[src/rtl/alu_share_arbiter.sv]
// rtl/alu_share_arbiter.sv - round-robin sharing of one external ALU between two requesters
// Winner's operands drive the ALU; the result lands in a single-entry tagged response buffer.
module alu_share_arbiter #(
  parameter int W    = 32,
  parameter int CMDW = 4
) (
  input  logic            clk,
  input  logic            rst_n,
  input  logic            req0_valid,
  output logic            req0_ready,
  input  logic [W-1:0]    req0_a,
  input  logic [W-1:0]    req0_b,
  input  logic [CMDW-1:0] req0_cmd,
  input  logic            req1_valid,
  output logic            req1_ready,
  input  logic [W-1:0]    req1_a,
  input  logic [W-1:0]    req1_b,
  input  logic [CMDW-1:0] req1_cmd,
  output logic [W-1:0]    alu_a,
  output logic [W-1:0]    alu_b,
  output logic [CMDW-1:0] alu_cmd,
  input  logic [W-1:0]    alu_c,
  output logic            rsp_valid,
  input  logic            rsp_ready,
  output logic [W-1:0]    rsp_data,
  output logic            rsp_id,
  output logic            rsp_err
);

  logic can_accept;
  logic last_grant;
  logic grant0;
  logic grant1;
  logic accept;
  logic legal;

  function automatic logic cmd_legal(input logic [CMDW-1:0] c);
    return (c == CMDW'(0)) || (c == CMDW'(2)) ||
           ((c >= CMDW'(4)) && (c <= CMDW'(10)));
  endfunction

  // Buffer can take a new result if empty or being drained this cycle.
  assign can_accept = !rsp_valid || rsp_ready;

  assign grant0 = can_accept && req0_valid && (!req1_valid || last_grant);
  assign grant1 = can_accept && req1_valid && (!req0_valid || !last_grant);
  assign accept = grant0 || grant1;

  assign req0_ready = grant0;
  assign req1_ready = grant1;

  // Port 0 drives the ALU whenever port 1 is not the winner.
  assign alu_a   = grant1 ? req1_a   : req0_a;
  assign alu_b   = grant1 ? req1_b   : req0_b;
  assign alu_cmd = grant1 ? req1_cmd : req0_cmd;

  assign legal = cmd_legal(alu_cmd);

  always_ff @(posedge clk or negedge rst_n) begin
    if (!rst_n) begin
      rsp_valid  <= 1'b0;
      rsp_data   <= '0;
      rsp_id     <= 1'b0;
      rsp_err    <= 1'b0;
      last_grant <= 1'b1;
    end else if (accept) begin
      rsp_valid  <= 1'b1;
      rsp_data   <= legal ? alu_c : '0;
      rsp_id     <= grant1;
      rsp_err    <= !legal;
      last_grant <= grant1;
    end else if (rsp_ready) begin
      rsp_valid <= 1'b0;
    end
  end

endmodule

[config.mk]
export PLATFORM = sky130hd
export DESIGN_NAME = alu_share_arbiter
export DESIGN_NICKNAME = d
export VERILOG_FILES = /design/src/rtl/alu_share_arbiter.sv
export SDC_FILE = /design/constraint.sdc
export NUM_CORES = 1
export LEC_CHECK = 0
export BUFFER_PORTS_ARGS = -buffer_cell sky130_fd_sc_hd__buf_4
export CORE_AREA = 5 5 106 108
export CTS_CLUSTER_SIZE = 16
export DETAILED_ROUTE_END_ITERATION = 10
export DIE_AREA = 0 0 111 113
export HOLD_SLACK_MARGIN = 0.02
export PLACE_DENSITY_LB_ADDON = 0.2
export RECOVER_POWER = 100
export REMOVE_ABC_BUFFERS = 1
export SYNTH_ARGS = -nofsm -noshare
export SYNTH_HDL_FRONTEND = slang
export SYNTH_SLANG_ARGS = --single-unit
[constraint.sdc]
create_clock -name clk -period 2.87 [get_ports clk]
set_input_delay 0.4305 -clock clk [delete_from_list [all_inputs] [get_ports clk]]
set_output_delay 0.4305 -clock clk [all_outputs]
set_load 0.1 [all_outputs]
* After elaboration in Yosys (flattened, before gate mapping)
Cells that the tools add are included.
Storage, ports and cells: flip-flop bits (word level) 36, output and inout port bits 105
Cells by class: order comparisons 2, equality and inequality tests 1, multiplexer cells 6, reductions and logical operators 18
Operator list (count):
- $mux 32 | 3
- $logic_or 1x1->1 | 6
- $logic_and 1x1->1 | 5
- $logic_not 1->1 | 5
- $eq 4x2->1 const B | 1
- $ge 4x3->1 const B | 1
- $le 4x4->1 const B | 1
- $logic_not 4->1 | 1
- $mux 4 | 1
- $mux 1 | 2
- $reduce_bool 2->1 | 1

* Longest topological paths before layout
Gate-level depths: netlist of run 1.
depth in word-level cells 9, gate-level depth with buffers 6, gate-level depth less buffers 4

* Worst setup path after synthesis of run 1
Ideal clock, no wire load.
path type flip-flop to output port, start register rsp_valid, end output req0_ready, data arrival time 2631 ps, path slack -191 ps, cell stages (with the launch flop) 5, path buffers 1, path through dfrtp_1 > nand2b_1 > buf_4 > nand2_1 > a21oi_1
Between the ends: longest elaborated chain between the ends 4
Ends and longest elaborated chain:
- start, declared | line 23 | output logic rsp_valid,
- start signal, assigned | line 61 | rsp_valid <= 1'b0;
- start signal, assigned | line 67 | rsp_valid <= 1'b1;
- start signal, assigned | line 73 | rsp_valid <= 1'b0;
- $logic_not 1->1 | line 43 | assign can_accept = !rsp_valid || rsp_ready;
- $logic_or 1x1->1 | line 43
- $logic_and 1x1->1 (2 in series) | line 45 | assign grant0 = can_accept && req0_valid && (!req1_valid || last_grant);
- end, declared | line 10 | output logic req0_ready,
Every way passes these cells.

* Worst setup path after layout of run 1
start register rsp_valid, end output alu_cmd[1]
Between the ends: longest elaborated chain between the ends 5
Ends and longest elaborated chain:
- $logic_not 1->1 | line 43
- $logic_or 1x1->1 | line 43
- $logic_and 1x1->1 (2 in series) | line 46 | assign grant1 = can_accept && req1_valid && (!req0_valid || !last_grant);
- $mux 4 | line 55 | assign alu_cmd = grant1 ? req1_cmd : req0_cmd;
- end, declared | line 21 | output logic [CMDW-1:0] alu_cmd,
Every way passes these cells.

==> results.toml, run 1 <==
[outcome]
status = "complete, but fails checks"
violations = "capacitance limit, slew limit"

[finish]
drive_gt1_share_pct = 63.4
area_growth_pct = 86.4
nets = 684
antenna_cells = 0
fillers = 1087

[logic_synthesis]
synthTopCellsByArea = "dfrtp_1 (37%), mux2_2 (29%), nand2_1 (11%), o21ai_1 (6.6%), mux2_4 (5.8%)"
ys_warn_count = 0
synthesis.area_um2 = 2340
yosys-top-cells-count = "nand2_1 (67), mux2_2 (60), dfrtp_1 (35)"
synth_edf_count = 0
syn_avg_cell_area_um2 = 9.79
synth.most_common_cell = "nand2_1"
ys.flop_type = "dfrtp_1"
netlist-cell-type-count = 21
async_flop_share_pct = 100
synth-seq-cells = 36
synth_top_area_share_pct = 37.4
ys_seq_area_share_pct = 38.6
synth_top_area_cell = "dfrtp_1"
netlist_instances = 239

[run]
cap_violations = 1

[power]
p_per_area_nw_per_um2 = 705
ir_worst_vdd_uv = 291
p_total_w = 0.00307
leakage_nw = 2.24

[worst_setup_path]
critPathMaxStageDelay_ns = 0.39
regToRegSetupSlack_ns = 0.57
cp_num_buf_inv = 2
crit_chain = "nand2b_1 -> nand3_4 -> buf_12 -> mux2_4 -> clkbuf_2"
timing.rr.start = "rsp_valid"
cp.arrival_ns = 2.20
start_kind = "flip-flop"
path_max_fanout = 26
cp_data_required_time_ns = 2.44
slowest_stage = "clkbuf_2"
reg2reg_to = "rsp_err"
crit_type = "flip-flop to primary output"
r2r_cells = 6
endpoint_kind = "primary output"
crit_family = "buffers and inverters"

[clock_tree]
htree_levels = 2
hold_buffers = 0
post_cts_resized = 0
cts_buffers = 5
path_clk_slew_ns = 0.07
cts_tree = "yes"
cts_setup_buffers = 0
root_buffer = "clkbuf_8"
clockBufferDepth = 2
clkLatencyLatePin_ns = 0.27
clock-sinks = 36

[placed_design]
port_buffers = 277
dp_hpwl_um = 10400
place_ws_ns = 0.434
place.gp.congestion = 0.869

[global_route]
grt_overflow_total = 0
antenna_found_initial = 1
track_usage_pct = 17.8
grt_pass1_wl_um = 17300
grt_max_degree = 37
grt_pass1_vias = 3000

[route]
via_count = 2766
totalWireLength_um = 12000
remaining_drc_errors = 0
dr.pass1.iters = 4
viasPerCell = 4.28
drt-initial-drc-count = 123
drtAntennaViolNets = 0
wl_per_cell_um = 18.5

[timing]
final.period_utilization_pct = 91.7
finalMaxSlewViolations = 37
fin_crit_ns = 2.63
setup-tns-final_ns = 0
holdWs_ns = 0.340
setup_ws_ns = 0.239
max_freq_mhz = 380
rsz0062_at_grt = "false"
tightest_slew_ns = 1.90
slew_headroom_pct = -26.9
hold_viol_final = 0
setup_viol = 0
finalClockSkew_ns = 0.00261

[die]
die_width_um = 111
die_h_um = 113
core_um2 = 10100
design.die.area_um2 = 12500
rows = 37
ios = 278
initial_utilization_pct = 23.1

[hold_path]
hold-path-endpoint = "last_grant"
min_path_type = "primary input to flip-flop"
hold_path_depth = 2
min_from = "req0_valid"
-- report_power, final --
group	internal, W	total, W	leakage [nW]	switching, W
clock network	0.000214	0.000376	0.0503	0.000163
registers	0.000591	0.000635	0.456	0.0000435
logic	0.000415	0.00206	1.74	0.00165
total	0.00122	0.00307	2.24	0.00186
-- logic make-up (layout without fill, tap and decap cells) --
logic type	Yosys count	count (layout)	synth area share, %
muxes	70	70	35.2
DFF	36	36	38.6
buffers and inverters	19	291	4.28
and+or+nand+nor	74	74	13.0
AOI/OAI and AO/OA	40	40	8.93
-- registers in the layout, indices dropped and copies added, names as in the netlist --
signal and cells:
rsp_err 1, last_grant 1, rsp_id 1, rsp_valid 1, rsp_data 32
-- through the flow --
| step | std cells | cell area [um2] | utilization (%) |
|---|---|---|---|
| final | 647 | 4360 | 43.0 |
| after global routing | 647 | 4360 | 43.0 |
| after CTS | 647 | 4670 | 46.0 |
| after detailed placement | 640 | 4570 | 45.1 |
| after global placement | 640 | 4570 | 45.1 |
| after floorplan | 222 | 2250 | - |
-- final cells by class --
cell class | count | area, um2 | area share, %
tap | 136 | 170 | 3.90
timing repair buffer | 282 | 1840 | 42.2
inverter | 2 | 7.51 | 0.172
sequential | 36 | 902 | 20.7
multi-input combinational | 184 | 1350 | 30.9
clock buffer | 7 | 96.3 | 2.21
-- layer usage --
layer  vias to the layer above  part of all wire [%]  global-route usage [%]
met5                         -                 0.058                       0
met4                         2                   2.1                    4.76
met3                        16                    11                    8.98
met2                       147                    52                    32.2
met1                      1240                    35                    18.3
li1                       1361                     -                       -
-- cells in the final DEF (no fill, tap or decap), drive strengths merged, types with 2 or more instances in the layout --
cell type  Yosys  final
clkbuf         6    109
nor2b          2      2
o21ai         33     33
nand2b         3      3
nand2         67     67
a21oi          3      3
mux2          69     69
dfrtp         35     35
buf           11    180
a22oi          2      2
inv            2      2
-- worst max-delay path by stage --
stage / cells past startpoint / end / from
4_1_cts: 5 / alu_b[27] / rsp_valid
6_report: 5 / alu_cmd[1] / rsp_valid
3_5_place_dp: 6 / alu_b[17] / rsp_ready
3_3_place_gp: 6 / alu_b[16] / rsp_ready
2_1_floorplan: 4 / rsp_err / rsp_valid
5_1_grt: 5 / alu_a[9] / rsp_valid
-- worst register-to-register path: cells and delay by family, from the launching register on --
kind | cells | cell delay, ns
buffers and inverters | 2 | 0.65
muxes | 2 | 0.61
and+or+nand+nor | 2 | 0.56
DFF | 1 | 0.38
(Power assumes the default switching activity.)
==> inputs of run 2 (changes only) <==
Settings changed: ABC_CLOCK_PERIOD_IN_PS set to 2870, MAX_ROUTING_LAYER set to met4.
==> run 2 against run 1 <==
  * Flip-flop and latch count unchanged
  * Fmax down 0.22%
  * Wire length up 0.12%
  * The flow still finishes with violations (capacitance limit, slew limit)
  * Critical endpoint is now alu_a[19]
  * Clock skew about the same
==> results.toml, run 2 (same netlist as run 1, synthesis figures left out) <==
[finish]
nets = 684
final_cell_mix = "buf_4 (176), nand2_1 (67), clkbuf_2 (66)"
top_register = "rsp_data"
mostFrequentLayoutCell = "buf_4"
fillers = 1087
largest_register_ff_count = 32
area_growth_pct = 86.4
drive_gt1_share_pct = 63.4
final_cell_area_um2 = 4360

[placed_design]
dp_hpwl_um = 10400
place_ws_ns = 0.434
port_buffers = 277
place.gp.congestion = 0.883
dpl_cell_area_um2 = 4570

[worst_setup_path]
crit_chain = "nand2b_1 -> nand3_4 -> buf_12 -> mux2_2 -> clkbuf_2"
cp_data_required_time_ns = 2.44
start_kind = "flip-flop"
crit_type = "flip-flop to primary output"
endpoint_kind = "primary output"
cp.arrival_ns = 2.21
crit_family = "buffers and inverters"
cp_num_buf_inv = 2
path_max_fanout = 26
slowest_stage = "clkbuf_2"
critPathMaxStageDelay_ns = 0.45

[timing]
final.period_utilization_pct = 91.9
rsz0062_at_grt = "false"
tightest_slew_ns = 1.90
hold_viol_final = 0
setup_viol = 0
fin_crit_ns = 2.64
finalClockSkew_ns = 0.00265
setup_ws_ns = 0.234
slew_headroom_pct = -26.7
finalMaxSlewViolations = 37
max_freq_mhz = 379

[power]
p_total_w = 0.00307
ir_worst_vdd_uv = 292
p_per_area_nw_per_um2 = 705
leakage_nw = 2.24

[die]
initial_utilization_pct = 23.1
rows = 37
design.die.area_um2 = 12500
ios = 278
die_width_um = 111
die_h_um = 113
core_um2 = 10100

[outcome]
violations = "capacitance limit, slew limit"
status = "complete, but fails checks"

[global_route]
grt_max_degree = 37
grt_overflow_total = 0
antenna_found_initial = 1
grt_pass1_vias = 3025
grt_pass1_wl_um = 17100
track_usage_pct = 18.4

[run]
cap_violations = 1

[clock_tree]
cts_setup_buffers = 0
root_buffer = "clkbuf_8"
clock-sinks = 36
path_clk_slew_ns = 0.07
hold_buffers = 0
cts_tree = "yes"
cts_buffers = 5
clockBufferDepth = 2
htree_levels = 2
clkLatencyLatePin_ns = 0.27
post_cts_resized = 0

[route]
totalWireLength_um = 12000
wl_per_cell_um = 18.5
drtAntennaViolNets = 0
drt-initial-drc-count = 122
viasPerCell = 4.28
dr.pass1.iters = 4
via_count = 2774
remaining_drc_errors = 0

[hold_path]
min_path_type = "primary input to flip-flop"
## run 2: cell types whose count changed in the layout (fill, tap and decap cells not counted)
cell	change
buf_4	-1
clkbuf_2	+1
diode_2	+1
## run 2: layout make-up
cell class	instances	area (um2)	area share (%)
timing repair buffer	282	1840	42.1
clock buffer	7	96.3	2.21
multi-input combinational	184	1350	30.9
inverter	2	7.51	0.172
antenna	1	2.50	0.0574
tap	136	170	3.90
sequential	36	902	20.7
## run 2: final timing paths
path                         startpoint            to  slack [ns]  cells after the start
min                          req0_valid    last_grant        0.34                      2
max                           rsp_valid     alu_a[19]        0.23                      5
max reg2reg                   rsp_valid       rsp_err        0.56                      6
min reg2reg                rsp_data[15]  rsp_data[15]        0.48                      2
max in group asynchronous         rst_n  rsp_data[16]        1.10                      1
min in group asynchronous         rst_n   rsp_data[2]        0.67                      1
## run 2: worst reg2reg max path, delay by kind of cell (launching register included)
kind          cells  cell delay, ns
simple gates      2            0.56
mux               2            0.61
flops             1            0.38
buf+inv           2            0.66
## run 2: per-stage QoR
step                cells  hold WS [ns]  TNS (ns)  util, %
detailed placement    640         0.419         0     45.1
finish                648         0.340         0     43.0
CTS                   647         0.109         0     46.0
floorplan             222         0.135    -19.67        -
global placement      640         0.418         0     45.1
global route          648         0.327         0     43.0
## run 2: report_power, final
| group | switching (W) | leakage (nW) | total (W) | internal [W] |
|---|---|---|---|---|
| Sequential | 0.0000433 | 0.456 | 0.000634 | 0.000591 |
| Combinational | 0.00165 | 1.74 | 0.00206 | 0.000414 |
| Clock | 0.000163 | 0.0503 | 0.000376 | 0.000214 |
## run 2: routing by layer
metal	track usage, %	part of all wire (%)
met1	19.6	36
met5	-	0
met4	4.76	2.1
met2	31.9	52
met3	7.38	9.9
